**src/rtl/stream_demux_if.sv**
```systemverilog
// Handshake bundle between one producer, the demux, and N_CH consumers.
// The producer side uses master; the demux uses slave.
interface stream_demux_if #(
    parameter int DATA_W = 8,
    parameter int N_CH   = 4,
    parameter int SEL_W  = 2
);
    logic                   enable_i;
    logic                   broadcast_i;
    logic [SEL_W-1:0]       sel_i;
    logic [DATA_W-1:0]      data_i;
    logic                   valid_i;
    logic                   ready_o;
    logic [N_CH*DATA_W-1:0] data_o;
    logic [N_CH-1:0]        valid_o;
    logic [N_CH-1:0]        ready_i;
    logic                   sel_err_o;
    logic [15:0]            drop_cnt_o;

    modport master (
        output enable_i, broadcast_i, sel_i, data_i, valid_i, ready_i,
        input  ready_o, data_o, valid_o, sel_err_o, drop_cnt_o
    );

    modport slave (
        input  enable_i, broadcast_i, sel_i, data_i, valid_i, ready_i,
        output ready_o, data_o, valid_o, sel_err_o, drop_cnt_o
    );
endinterface

```
**src/rtl/stream_demux.sv**
```systemverilog
// Registered 1-to-N_CH stream demultiplexer with broadcast, a one-entry
// holding register per channel, and bad-select drop accounting.
module stream_demux #(
    parameter int DATA_W = 8,
    parameter int N_CH   = 4,
    parameter int SEL_W  = 2
) (
    input  logic          clk_i,
    input  logic          rst_i,
    stream_demux_if.slave bus
);

    if (N_CH < 2 || N_CH > 16 || (1 << SEL_W) < N_CH) begin : g_bad_params
        $error("stream_demux: N_CH must be 2..16 and 2**SEL_W >= N_CH");
    end

    logic [N_CH*DATA_W-1:0] data_q;
    logic [N_CH-1:0]        valid_q;
    logic                   sel_err_q;
    logic [15:0]            drop_cnt_q;

    logic [N_CH-1:0] ch_free;
    logic            sel_ok;
    logic            sel_free;
    logic            ready;
    logic            accept;

    assign ch_free = ~valid_q | bus.ready_i;
    assign sel_ok  = int'(bus.sel_i) < N_CH;

    always_comb begin
        sel_free = 1'b0;
        for (int k = 0; k < N_CH; k++) begin
            if (int'(bus.sel_i) == k) begin
                sel_free = ch_free[k];
            end
        end
    end

    // A bad select is always taken so it can be dropped and counted.
    always_comb begin
        ready = 1'b0;
        if (bus.enable_i) begin
            if (bus.broadcast_i) begin
                ready = &ch_free;
            end else if (!sel_ok) begin
                ready = 1'b1;
            end else begin
                ready = sel_free;
            end
        end
    end

    assign accept = bus.valid_i && ready;

    always_ff @(posedge clk_i) begin
        if (rst_i) begin
            data_q     <= '0;
            valid_q    <= '0;
            sel_err_q  <= 1'b0;
            drop_cnt_q <= '0;
        end else begin
            sel_err_q <= accept && !bus.broadcast_i && !sel_ok;
            if (accept && !bus.broadcast_i && !sel_ok && drop_cnt_q != 16'hFFFF) begin
                drop_cnt_q <= drop_cnt_q + 16'd1;
            end
            // A load in the pop cycle wins, giving one word per cycle per channel.
            for (int k = 0; k < N_CH; k++) begin
                if (accept && (bus.broadcast_i || int'(bus.sel_i) == k)) begin
                    data_q[k*DATA_W +: DATA_W] <= bus.data_i;
                    valid_q[k]                 <= 1'b1;
                end else if (bus.ready_i[k]) begin
                    valid_q[k] <= 1'b0;
                end
            end
        end
    end

    assign bus.ready_o    = ready;
    assign bus.data_o     = data_q;
    assign bus.valid_o    = valid_q;
    assign bus.sel_err_o  = sel_err_q;
    assign bus.drop_cnt_o = drop_cnt_q;

    // Producer must hold a stalled word steady until it is taken.
    property p_hold_stalled;
        @(posedge clk_i) disable iff (rst_i)
        (bus.valid_i && !ready) |=>
            (!bus.valid_i || ($stable(bus.sel_i) && $stable(bus.broadcast_i) && $stable(bus.data_i)));
    endproperty
    a_hold_stalled: assert property (p_hold_stalled);

endmodule

```
**src/flat_wrapper.sv**
```systemverilog
// flat-port wrapper written by rule: the top's interface ports become plain ports
module stream_demux_flat 
#(
    parameter int DATA_W = 8,
    parameter int N_CH   = 4,
    parameter int SEL_W  = 2
)
  (clk_i, rst_i, bus_enable_i, bus_broadcast_i, bus_sel_i, bus_data_i, bus_valid_i, bus_ready_i, bus_ready_o, bus_data_o, bus_valid_o, bus_sel_err_o, bus_drop_cnt_o);
  stream_demux_if #(.DATA_W(DATA_W), .N_CH(N_CH), .SEL_W(SEL_W)) bus_i ();
  input  logic clk_i;
  input  logic rst_i;
  input wire logic [$bits(bus_i.enable_i)-1:0] bus_enable_i;
  input wire logic [$bits(bus_i.broadcast_i)-1:0] bus_broadcast_i;
  input wire logic [$bits(bus_i.sel_i)-1:0] bus_sel_i;
  input wire logic [$bits(bus_i.data_i)-1:0] bus_data_i;
  input wire logic [$bits(bus_i.valid_i)-1:0] bus_valid_i;
  input wire logic [$bits(bus_i.ready_i)-1:0] bus_ready_i;
  output wire logic [$bits(bus_i.ready_o)-1:0] bus_ready_o;
  output wire logic [$bits(bus_i.data_o)-1:0] bus_data_o;
  output wire logic [$bits(bus_i.valid_o)-1:0] bus_valid_o;
  output wire logic [$bits(bus_i.sel_err_o)-1:0] bus_sel_err_o;
  output wire logic [$bits(bus_i.drop_cnt_o)-1:0] bus_drop_cnt_o;
  assign bus_i.enable_i = bus_enable_i;
  assign bus_i.broadcast_i = bus_broadcast_i;
  assign bus_i.sel_i = bus_sel_i;
  assign bus_i.data_i = bus_data_i;
  assign bus_i.valid_i = bus_valid_i;
  assign bus_i.ready_i = bus_ready_i;
  assign bus_ready_o = bus_i.ready_o;
  assign bus_data_o = bus_i.data_o;
  assign bus_valid_o = bus_i.valid_o;
  assign bus_sel_err_o = bus_i.sel_err_o;
  assign bus_drop_cnt_o = bus_i.drop_cnt_o;
  stream_demux #(.DATA_W(DATA_W), .N_CH(N_CH), .SEL_W(SEL_W)) u_core (.clk_i(clk_i), .rst_i(rst_i), .bus(bus_i));
endmodule
```
**config.mk**
```make
export PLATFORM = sky130hd
export DESIGN_NAME = stream_demux_flat
export DESIGN_NICKNAME = d
export VERILOG_FILES = /design/src/rtl/stream_demux_if.sv /design/src/rtl/stream_demux.sv /design/src/flat_wrapper.sv
export SDC_FILE = /design/constraint.sdc
export NUM_CORES = 1
export LEC_CHECK = 0
export CAP_MARGIN = 20
export CORE_ASPECT_RATIO = 0.9
export CORE_MARGIN = 5
export CORE_UTILIZATION = 37
export DETAILED_ROUTE_END_ITERATION = 8
export PLACE_DENSITY = 0.84
export SYNTH_ARGS = -nofsm -noshare
export SYNTH_HDL_FRONTEND = slang
export SYNTH_SLANG_ARGS = --single-unit
export TNS_END_PERCENT = 100
```
**constraint.sdc**
```tcl
create_clock -name clk_i -period 2.2 [get_ports clk_i]
set_input_delay 0.66 -clock clk_i [delete_from_list [all_inputs] [get_ports clk_i]]
set_output_delay 0.66 -clock clk_i [all_outputs]
set_load 0.02 [all_outputs]
```
After elaboration in Yosys (flattened, before gate mapping)
Cells that the tools add are included.
- word-level logic and storage cells: 42
- input port bits: 19
- output and inout port bits: 54
- bits in registers: 36
- mux-type cells: 14
- reductions and logical operators: 15
- equal/unequal tests: 3
- bitwise gates (word level): 2
- operators by type and width (operator ; count):
    1-bit two-way mux ; 14
    2-bit nonzero test ; 4
    1-bit logical AND ; 5
    2-bit == test, second input constant ; 2
    1-bit logical OR ; 4
    4-bit inverter ; 1
    4-bit bitwise OR ; 1
    4-bit AND reduction ; 1
    2-bit by 1-bit == test with 1-bit output, second input constant ; 1
    2-bit logical NOT ; 1

Logic depth before layout (Yosys ltp)
- depth after elaboration: 11
- mapped depth: 6

Worst setup path before layout
Ideal clock, no wire load.
- kind: input to output
- start point: input port bus_sel_i[1]
- end point: output port bus_ready_o
- buffers on the path: 0
- data arrival time: 1560 ps
- cell stages on the path: 3
- path slack: -20 ps
- cells stage by stage: or4b_4 -> o21a_4 -> and2_2
- word-level cells in the longest chain between the ends: 7
- elaborated cells on any way between the ends: 10
- RTL lines (item ; line ; RTL):
    from (decl) ; flat_wrapper.sv:14 ; input wire logic [$bits(bus_i.sel_i)-1:0] bus_sel_i;
    2-bit logical NOT ; stream_demux.sv:34 ; if (int'(bus.sel_i) == k) begin
    1-bit two-way mux (3 in series) ; stream_demux.sv:34 ;
    1-bit two-way mux (*) ; stream_demux.sv:34 ;
    1-bit two-way mux (*) ; stream_demux.sv:44 ; if (bus.broadcast_i) begin
    1-bit two-way mux (*) ; stream_demux.sv:43 ; if (bus.enable_i) begin
    to (decl) ; flat_wrapper.sv:18 ; output wire logic [$bits(bus_i.ready_o)-1:0] bus_ready_o;
Every way passes the cells marked *; elsewhere a longest branch is shown, timed or not.

Worst setup path in the final report
Same ends and word-level chain as after synthesis.

==> impl_metrics.json <==
{
  "status": "complete, but fails checks",
  "violations": "negative setup slack",
  "rows": 23,
  "die_w_um": 80.40,
  "grt_overflow": 0,
  "worst_slew_pin_slew_ns": 0.5231,
  "path_class": "in2out",
  "syn_area_per_cell_um2": 10.19,
  "worstPathRequired_ns": 1.54,
  "synth-seq-cells": 36,
  "cp-end-kind": "output port",
  "initial_utilization_pct": 37.73,
  "dp_hpwl_mm": 2.882,
  "wl_per_cell_um": 13.09,
  "final_area_um2": 2542,
  "p_leak_nw": 1.118,
  "synthToLayoutAreaGrowth_pct": 54.06,
  "synth_warnings": 0,
  "synth-edff-count": 0,
  "syn_inst": 162,
  "ys.flop_type": "dfxtp_1",
  "antenna_found_initial": 0,
  "setup_viol": 1,
  "synth.most_common_cell": "nand2b_1",
  "grt_max_degree": 45,
  "dp.cells": 290,
  "fmax_ghz": 0.4285,
  "r2r_start": "u_core.bus.valid_o[0]$_SDFFE_PP0P_",
  "design.core.area_um2": 4374,
  "min_from": "u_core.bus.data_o[28]$_SDFFE_PP0P_",
  "vdd_drop_max_uv": 480.8,
  "syn_area_um2": 1650,
  "num_io_pins": 73,
  "timing.final.crit_share_pct": 106.1,
  "cts_root_buf": "clkbuf_8",
  "clk_path_buf_depth": 2,
  "r2r_end": "u_core.bus.data_o[27]$_SDFFE_PP0P_",
  "routed_wl_mm": 3.992,
  "first_pass_iters": 4,
  "fin_setup_tns_ns": -0.1337,
  "grt_pass1_wl_mm": 6.444,
  "final_nets": 261,
  "drt_iter0_markers": 34,
  "hold_viol_final": 0,
  "drv_slew": 0,
  "maxCapViolations": 0,
  "fin_skew_ns": 0.005706,
  "grt_pass1_vias": 1409,
  "cts_tree": "yes",
  "max_slew_margin_pct": 65.13,
  "clock_sinks": 36,
  "synth.top_cell.area_share_pct": 43.67,
  "dpl_cell_area_um2": 2326,
  "clk_latency_ns": 0.28,
  "min_path_cells": 2,
  "gr-usage-all-layers_pct": 14.10,
  "ys_top_cells_by_area": "dfxtp_1 (44%), mux2i_1 (19%), nand2b_1 (14%)",
  "synth.distinct_cells": 25,
  "min_path_type": "reg2reg",
  "power_density_nw_per_um2": 622.4,
  "dieHeight_um": 73.36,
  "reg2reg_depth": 7,
  "viasPerCell": 4.420,
  "path_max_fanout": 2,
  "synth.yosys.seq_area_share_pct": 43.67,
  "num-fill-cells": 387,
  "cts.htree.levels": 2,
  "startpoint_type": "primary input",
  "cts-buffers-inserted": 5,
  "period_minus_slack_ns": 2.334,
  "p_total_mw": 1.582,
  "n_antenna_cell": 0,
  "holdPathEnd": "u_core.bus.data_o[28]$_SDFFE_PP0P_",
  "drc_errors": 0,
  "yosys.area.top_type": "dfxtp_1",
  "synthArstFlopShare_pct": 0,
  "regToRegSetupSlack_ns": 0.29,
  "gp_congestion": 0.8158,
  "rsz0062_at_grt": "true",
  "vias": 1348,
  "ant_nets": 0,
  "die_area_um2": 5898,
  "fin_ws_ns": -0.1337,
  "cp.arrival_ns": 1.67,
  "layout.cells.non_filler": 305,
  "synthTopCellsByCount": "nand2b_1 (37), dfxtp_1 (36), mux2i_1 (32), buf_4 (19), nor2_1 (10)",
  "drive_above_1_share_pct": 20.16,
  "timing.hold.ws_ns": 0.4730,
  "path_clk_slew_ns": 0.07,
  "portBuffers": 55
}
state kept, by name, summed over array words and instances, names as in the netlist:
register,cells
u_core.bus.valid_o,4
u_core.bus.data_o,32
metal layers:
metal,global-route usage (%),wire [um]
met5,0,0
met4,6.191,82
met3,4.289,312
met2,23.53,1880
met1,16.75,1717
critical path, cell delays in order:
cell	delay, ns
buf_6	0.09
or4b_4	0.53
o21a_4	0.14
and2_4	0.13
buf_6	0.12
final cells by class:
class / instances / area, um^2 / area share (%)
Clock buffer: 6 / 72.57 / 2.854
Clock inverter: 2 / 35.03 / 1.378
Inverter: 1 / 3.754 / 0.1476
Multi-Input combinational cell: 117 / 870.8 / 34.25
Sequential cell: 36 / 720.7 / 28.35
Tap cell: 62 / 77.57 / 3.051
Timing Repair Buffer: 81 / 762.0 / 29.97
cells by family (layout without fill, tap and decap cells):
group / Yosys count / count (layout) / share of synthesized area (%)
buf+inv: 25 / 90 / 10.46
flops: 36 / 36 / 43.67
simple gates: 57 / 57 / 20.85
mux: 32 / 32 / 19.41
compound gates: 11 / 11 / 5.383
other cells: 1 / 17 / 0.2272
metrics by stage:
stage / util (%) / worst slack (ns)
after floorplan: - / 0.03101
after detailed placement: 53.18 / -0.9601
final: 58.12 / -0.1337
after global placement: 53.18 / -0.9297
after CTS: 57.52 / -0.1307
after global routing: 58.12 / -0.1472
layout by cell type (no fill, tap or decap):
master,Yosys,routed
or4b_4,1,1
a21oi_1,6,4
a21oi_2,0,2
nand4_1,1,1
or3_1,1,1
buf_6,1,5
dlygate4sd2_1,0,4
o221ai_4,0,1
nor2_2,1,1
buf_12,0,1
and4b_1,1,1
o21a_4,1,1
buf_4,19,24
bufinv_16,0,1
nand2b_4,0,3
nand2_1,1,1
nand4b_1,1,1
inv_1,1,1
mux2i_1,32,32
nand2b_1,37,34
clkbuf_1,4,1
nor2_1,10,10
conb_1,1,17
clkinv_2,0,1
and2b_1,1,1
and2_4,0,1
o2111ai_1,1,1
o2111a_1,1,1
dfxtp_1,36,36
o2111ai_2,1,1
nor3_2,0,1
clkbuf_8,0,5
clkdlybuf4s50_1,0,47
report_power, final:
group / internal, mW / total [mW] / switching (mW)
clock network: 0.336 / 0.568 / 0.231
registers: 0.681 / 0.697 / 0.0159
logic: 0.161 / 0.318 / 0.157
repair_timing:
action                                 CTS  global route
setup endpoints to repair               32             2
gates resized for setup                 33             2
endpoints found under the hold margin    0             0
hold buffers                             0             0
buffers inserted                         5             2
pin swaps                                4             1
worst max-delay path by stage:
stage / end / slack [ns] / startpoint
CTS: bus_ready_o / -0.13 / bus_ready_i[0]
global route: bus_ready_o / -0.15 / bus_sel_i[1]
global placement: bus_ready_o / -0.93 / bus_sel_i[0]
detailed placement: bus_ready_o / -0.96 / bus_sel_i[1]
floorplan: bus_ready_o / 0.03 / bus_sel_i[1]
finish: bus_ready_o / -0.13 / bus_sel_i[1]
Note: power is estimated with default switching activity, not from simulation.
==> edit 1: new RTL, config.mk and constraints unchanged <==
Reset style: asynchronous (`rst_i`), changed in one clocked block.
--- a/src/rtl/stream_demux.sv
+++ b/src/rtl/stream_demux.sv
@@ -53,7 +53,7 @@
 
     assign accept = bus.valid_i && ready;
 
-    always_ff @(posedge clk_i) begin
+    always_ff @(posedge clk_i or posedge rst_i) begin
         if (rst_i) begin
             data_q     <= '0;
             valid_q    <= '0;
Formal check against the unedited RTL: differs if rst_i is asserted again (counterexample within 4 cycles, from zero or initial values and one cycle with rst_i high); with rst_i held inactive, the same outputs for 10 cycles.
==> edit 1 against the original RTL <==
- die area is 1.0% higher
- synthesized area increased by 1.2%
- setup slack gained 0.17 ns
- wire length decreased by 1.3%
- critical path depth up 1
- cell count is 17% lower
- sequential share of layout area increased by 7.7 points
- design area down 1.6%
- non-clock buffer count down 10
- via count shrank 19%
- clock skew is 0.00066 ns higher
- highest routed layer unchanged
- sequential cell count unchanged
Power is not compared: it rests on default switching activity, and its combinational part moved more than twofold at a synthesized area within 25%.
==> edit 1: results (changes against the original RTL) <==
{| class="wikitable"
! Metric !! Value
|-
| Signal arrival time at the worst endpoint || 1.50 ns (was 1.67 ns)
|-
| Placed wire-length estimate || 2730 um (was 2880 um)
|-
| Pin count of the biggest net entering global routing || 37 (was 45)
|-
| Weighted congestion at the end of routability-driven global placement || 0.709 (was 0.816)
|-
| Number of buffers inserted to repair setup after CTS || 4 (was 5)
|-
| Reg2reg start || u_core.bus.valid_o[2] (was u_core.bus.valid_o[0])
|-
| Status || finished, final reports clean (was finished with violations)
|-
| Proportion of synthesized chip area in sequential cells || 53.9% (was 43.7%)
|-
| Starting DRC count in detailed routing || 18 (was 34)
|-
| Setup slack of the most critical reg-to-reg path || 0.35 ns (was 0.29 ns)
|-
| Detail-routed via count per cell || 4.31 (was 4.42)
|-
| Number of multi-input logic gates || 74 (was 117)
|-
| Mux share of post-synthesis cell area || 23.4% (was 19.4%)
|-
| Fill cell total of the finished layout || 375 (was 387)
|-
| WL met2 || 1900 um (was 1880 um)
|-
| Number of clock-tree buffers in the layout || 8 (was 6)
|-
| Number of global-route vias before repair || 1,190 (was 1,409)
|-
| Stage delay of the slowest cell on the critical path || 0.25 ns (was 0.53 ns)
|-
| Largest cells by area after synthesis || sky130_fd_sc_hd__dfrtp_1 54%, sky130_fd_sc_hd__mux2_1 9.4%, sky130_fd_sc_hd__buf_4 7.6%, sky130_fd_sc_hd__mux2_4 7.2%, sky130_fd_sc_hd__mux2_2 6.7% (was sky130_fd_sc_hd__dfxtp_1 44%, sky130_fd_sc_hd__mux2i_1 19%, sky130_fd_sc_hd__nand2b_1 14%, sky130_fd_sc_hd__buf_4 8.6%, sky130_fd_sc_hd__nor2_1 2.3%)
|-
| Hold_ws || 0.491 ns (was 0.473 ns)
|-
| Tot GR Track Use || 14.1% (about the same)
|-
| Commonest cells in the netlist || 36 x sky130_fd_sc_hd__dfrtp_1, 17 x sky130_fd_sc_hd__buf_4, 14 x sky130_fd_sc_hd__mux2_1 (was 37 x sky130_fd_sc_hd__nand2b_1, 36 x sky130_fd_sc_hd__dfxtp_1, 32 x sky130_fd_sc_hd__mux2i_1)
|-
| Met3 routing resource usage after global routing || 4.53% (was 4.29%)
|-
| First-pass GRT wire length || 6250 um (was 6440 um)
|-
| Number of inverters outside the clock class in the layout || 3 (was 1)
|-
| CP max-delay cell || sky130_fd_sc_hd__o221ai_4 (was sky130_fd_sc_hd__or4b_4)
|-
| Worst Hold Endpoint || u_core.bus.data_o[30] (was u_core.bus.data_o[28])
|-
| Ratio of cells with drive above 1 in the final layout || 33.3% (was 20.2%)
|-
| Routing usage on met2 || 23.2% (was 23.5%)
|-
| Clk_skew || 0.00637 ns (was 0.00571 ns)
|-
| Launch point of the worst hold path || u_core.bus.data_o[30] (was u_core.bus.data_o[28])
|-
| Worst reg2reg path depth || 8 (was 7)
|-
| WL final || 3940 um (was 3990 um)
|}
==> edit 1: cell types whose count changed in the layout (fill, tap and decap cells not counted), sizes merged, moves of 7 or more <==
cell / change
mux2: +32
mux2i: -32
dfxtp: -36
dfrtp: +36
nor2: -8
nand2b: -31
buf: -7
==> edit 1: kinds of logic after synthesis <==
family / count (synthesis)
simple gates: 18
mux: 32
buf+inv: 21
flops: 36
other cells: 1
compound gates: 7
==> edit 1: stage by stage <==
| step | setup WS, ns | power (mW) | instances | utilization, % | cell area (um^2) |
|---|---|---|---|---|---|
| after floorplan | 0.0956 | 1.45 | 131 | - | 1730 |
| after global placement | -0.814 | 1.90 | 243 | 52.6 | 2320 |
| final | 0.0395 | 2.40 | 254 | 56.8 | 2500 |
| after CTS | 0.00661 | 2.43 | 255 | 56.7 | 2490 |
| after detailed placement | -0.889 | 1.91 | 243 | 52.6 | 2320 |
| after global routing | 0.00351 | 2.53 | 254 | 56.8 | 2500 |
==> edit 1: report_power, final <==
group	total (mW)	switching (mW)	internal, mW	leakage [nW]
registers	0.941	0.0991	0.842	0.431
logic	0.985	0.466	0.519	0.657
clock network	0.472	0.217	0.255	0.0455
total	2.40	0.782	1.62	1.13
==> edit 1: worst max path at each step <==
stage / to / slack, ns / start / cells after the start
2_1_floorplan: bus_ready_o / 0.1 / bus_sel_i[0] / 4
3_3_place_gp: bus_ready_o / -0.81 / bus_sel_i[1] / 6
3_5_place_dp: bus_ready_o / -0.89 / bus_sel_i[1] / 6
4_1_cts: bus_ready_o / 0.007 / bus_sel_i[1] / 6
5_1_grt: bus_ready_o / 0.004 / bus_sel_i[0] / 6
6_report: bus_ready_o / 0.04 / bus_ready_i[2] / 6
==> edit 2: new RTL, same flow settings <==
Without the edit above. `DATA_W` is set to 8 in 3 places; all go to 9.
--- a/src/rtl/stream_demux_if.sv
+++ b/src/rtl/stream_demux_if.sv
@@ -1,7 +1,7 @@
 // Handshake bundle between one producer, the demux, and N_CH consumers.
 // The producer side uses master; the demux uses slave.
 interface stream_demux_if #(
-    parameter int DATA_W = 8,
+    parameter int DATA_W = 9,
     parameter int N_CH   = 4,
     parameter int SEL_W  = 2
 );
--- a/src/rtl/stream_demux.sv
+++ b/src/rtl/stream_demux.sv
@@ -1,7 +1,7 @@
 // Registered 1-to-N_CH stream demultiplexer with broadcast, a one-entry
 // holding register per channel, and bad-select drop accounting.
 module stream_demux #(
-    parameter int DATA_W = 8,
+    parameter int DATA_W = 9,
     parameter int N_CH   = 4,
     parameter int SEL_W  = 2
 ) (
--- a/src/flat_wrapper.sv
+++ b/src/flat_wrapper.sv
@@ -1,7 +1,7 @@
 // flat-port wrapper written by rule: the top's interface ports become plain ports
 module stream_demux_flat 
 #(
-    parameter int DATA_W = 8,
+    parameter int DATA_W = 9,
     parameter int N_CH   = 4,
     parameter int SEL_W  = 2
 )
Ports: changed (resized bus_data_i and bus_data_o); port bits go from 73 to 78. The function was not compared with the original's and may differ.
==> edit 2 against the original RTL <==
- the run still ends with negative setup slack left
- sequential cell count up 4
- sequential share of layout area grew 0.73 points
- total power grew 11%
- setup slack better by 0.0029 ns
- design area up 8.3%
- utilization shrank 0.81 points
- sequential power increased by 11%
- synthesized area grew 11%
- cell count grew 5.9%
- wire length up 6.8%
- clock power grew 13%
- highest routed layer unchanged
==> edit 2: results (changes against the original RTL) <==
{| class="wikitable"
! Metric !! Value
|-
| Status || finished with violations (unchanged)
|-
| Violations in the final reports || negative setup slack (unchanged)
|-
| Setup slack of the critical path after layout || -0.131 ns (was -0.134 ns)
|-
| Highest ir drop seen on vdd || 0.431 mV (was 0.481 mV)
|-
| Clock network fraction of total power || 36.6% (was 35.9%)
|-
| Largest cells by area after synthesis || sky130_fd_sc_hd__dfxtp_1 44%, sky130_fd_sc_hd__mux2i_1 20%, sky130_fd_sc_hd__nand2b_1 14%, sky130_fd_sc_hd__buf_4 8.2%, sky130_fd_sc_hd__nor2_1 2.3% (was sky130_fd_sc_hd__dfxtp_1 44%, sky130_fd_sc_hd__mux2i_1 19%, sky130_fd_sc_hd__nand2b_1 14%, sky130_fd_sc_hd__buf_4 8.6%, sky130_fd_sc_hd__nor2_1 2.3%)
|-
| Seq. pwr || 0.774 mW (was 0.697 mW)
|-
| Setup slack of the most critical reg-to-reg path || 0.48 ns (was 0.29 ns)
|-
| Tot GR Track Use || 12.9% (was 14.1%)
|-
| Setup tns final || -0.131 ns (was -0.134 ns)
|-
| Net switching component of the power || 0.430 mW (was 0.405 mW)
|-
| Net count of the finished layout || 277 (was 261)
|-
| Finish-stage setup viols || 1 (unchanged)
|-
| Port-buffer cells || 60 (was 55)
|-
| Starting DRC count in detailed routing || 39 (was 34)
|-
| Worst reg2reg path endpoint || u_core.bus.data_o[5] (was u_core.bus.data_o[27])
|-
| Critical Path Source || bus_ready_i[0] (was bus_sel_i[1])
|-
| Mux share of post-synthesis cell area || 19.7% (was 19.4%)
|-
| Clock-pin slew of the registers on the worst-case setup and hold paths || 0.08 ns
|-
| Final routed wire length divided by cell count || 13.2 um (was 13.1 um)
|-
| Worst reg2reg path depth || 5 (was 7)
|-
| Flip-flop count of the largest register after layout || 36 (was 32)
|-
| Detail-routed via count per cell || 4.49 (was 4.42)
|-
| Placed wire-length estimate || 3230 um (was 2880 um)
|-
| Fill cell total of the finished layout || 423 (was 387)
|-
| Async set or reset register ratio after synthesis || 0% (unchanged)
|-
| Leakage power || 1.18 nW (was 1.12 nW)
|-
| Clk_skew || 0.00763 ns (was 0.00571 ns)
|-
| Commonest cells in the netlist || 41 x sky130_fd_sc_hd__nand2b_1, 40 x sky130_fd_sc_hd__dfxtp_1, 36 x sky130_fd_sc_hd__mux2i_1 (was 37 x sky130_fd_sc_hd__nand2b_1, 36 x sky130_fd_sc_hd__dfxtp_1, 32 x sky130_fd_sc_hd__mux2i_1)
|-
| Proportion of synthesized chip area in sequential cells || 43.8% (was 43.7%)
|-
| Post-synthesis compound-gate area fraction || 5.21% (was 5.38%)
|-
| Ratio of cells with drive above 1 in the final layout || 18.2% (was 20.2%)
|-
| First-pass GRT wire length || 6800 um (was 6440 um)
|}
-- edit 2: cell types whose count changed after synthesis, sizes merged --
cell    change
clkbuf      +1
mux2i       +4
buf         +1
dfxtp       +4
nand2b      +4
nor2        +1
-- edit 2: critical path: stages --
cell	delay [ns]
sky130_fd_sc_hd__buf_6	0.09
sky130_fd_sc_hd__or4b_4	0.54
sky130_fd_sc_hd__o21a_4	0.13
sky130_fd_sc_hd__and2_4	0.13
sky130_fd_sc_hd__buf_6	0.12
-- edit 2: how the worst min path moves through the flow --
stage                                     start                    end  slack (ns)  cells after the start
final                     u_core.bus.data_o[27]  u_core.bus.data_o[27]        0.48                      2
after global routing      u_core.bus.data_o[19]  u_core.bus.data_o[19]        0.50                      2
after CTS                 u_core.bus.data_o[34]  u_core.bus.data_o[34]        0.48                      2
after detailed placement  u_core.bus.data_o[18]  u_core.bus.data_o[18]        0.47                      2
after global placement     u_core.bus.data_o[0]   u_core.bus.data_o[0]        0.46                      2
after floorplan           u_core.bus.data_o[33]  u_core.bus.data_o[33]        0.55                      2
-- edit 2: layout make-up --
type / instances / area [um^2] / area share [%]
Clock buffer: 7 / 96.3 / 3.50
Clock inverter: 1 / 30.0 / 1.09
Inverter: 1 / 3.75 / 0.136
Multi-Input combinational cell: 126 / 946 / 34.3
Sequential cell: 40 / 801 / 29.1
Tap cell: 65 / 81.3 / 2.95
Timing Repair Buffer: 83 / 796 / 28.9
-- edit 2: routing by layer --
metal  vias up  GRT usage [%]  routed length (um)
met3         9           6.22                 447
met5         -              0                   0
met4         0           3.54                  47
li1        716              -                   -
met1       665           14.9                1760
met2        61           21.1                2020
-- edit 2: cells by family (layout without fill, tap and decap cells) --
| kind of cell | Yosys count | in the layout |
|---|---|---|
| flip-flops | 40 | 40 |
| other | 1 | 17 |
| buffers and inverters | 27 | 92 |
| AND/OR/NAND/NOR | 62 | 62 |
| AO/OA/AOI/OAI | 11 | 11 |
| multiplexers | 36 | 36 |
-- edit 2: metrics by stage --
stage          total power [mW]  setup slack [ns]  hold slack, ns  std cells
2_1_floorplan             0.988            0.0272           0.546        193
3_3_place_gp               1.11            -0.925           0.458        312
3_5_place_dp               1.12            -0.960           0.466        312
4_1_cts                    1.76            -0.134           0.484        321
5_1_grt                    1.83            -0.146           0.502        323
6_report                   1.76            -0.131           0.477        323
-- edit 2: timing repair --
action | in CTS | in global routing
endpoints found under the setup margin | 36 | 7
buffers inserted | 1 | 2
hold endpoints to repair | 0 | 0
resized for setup | 31 | 0
pin swaps | 4 | 2
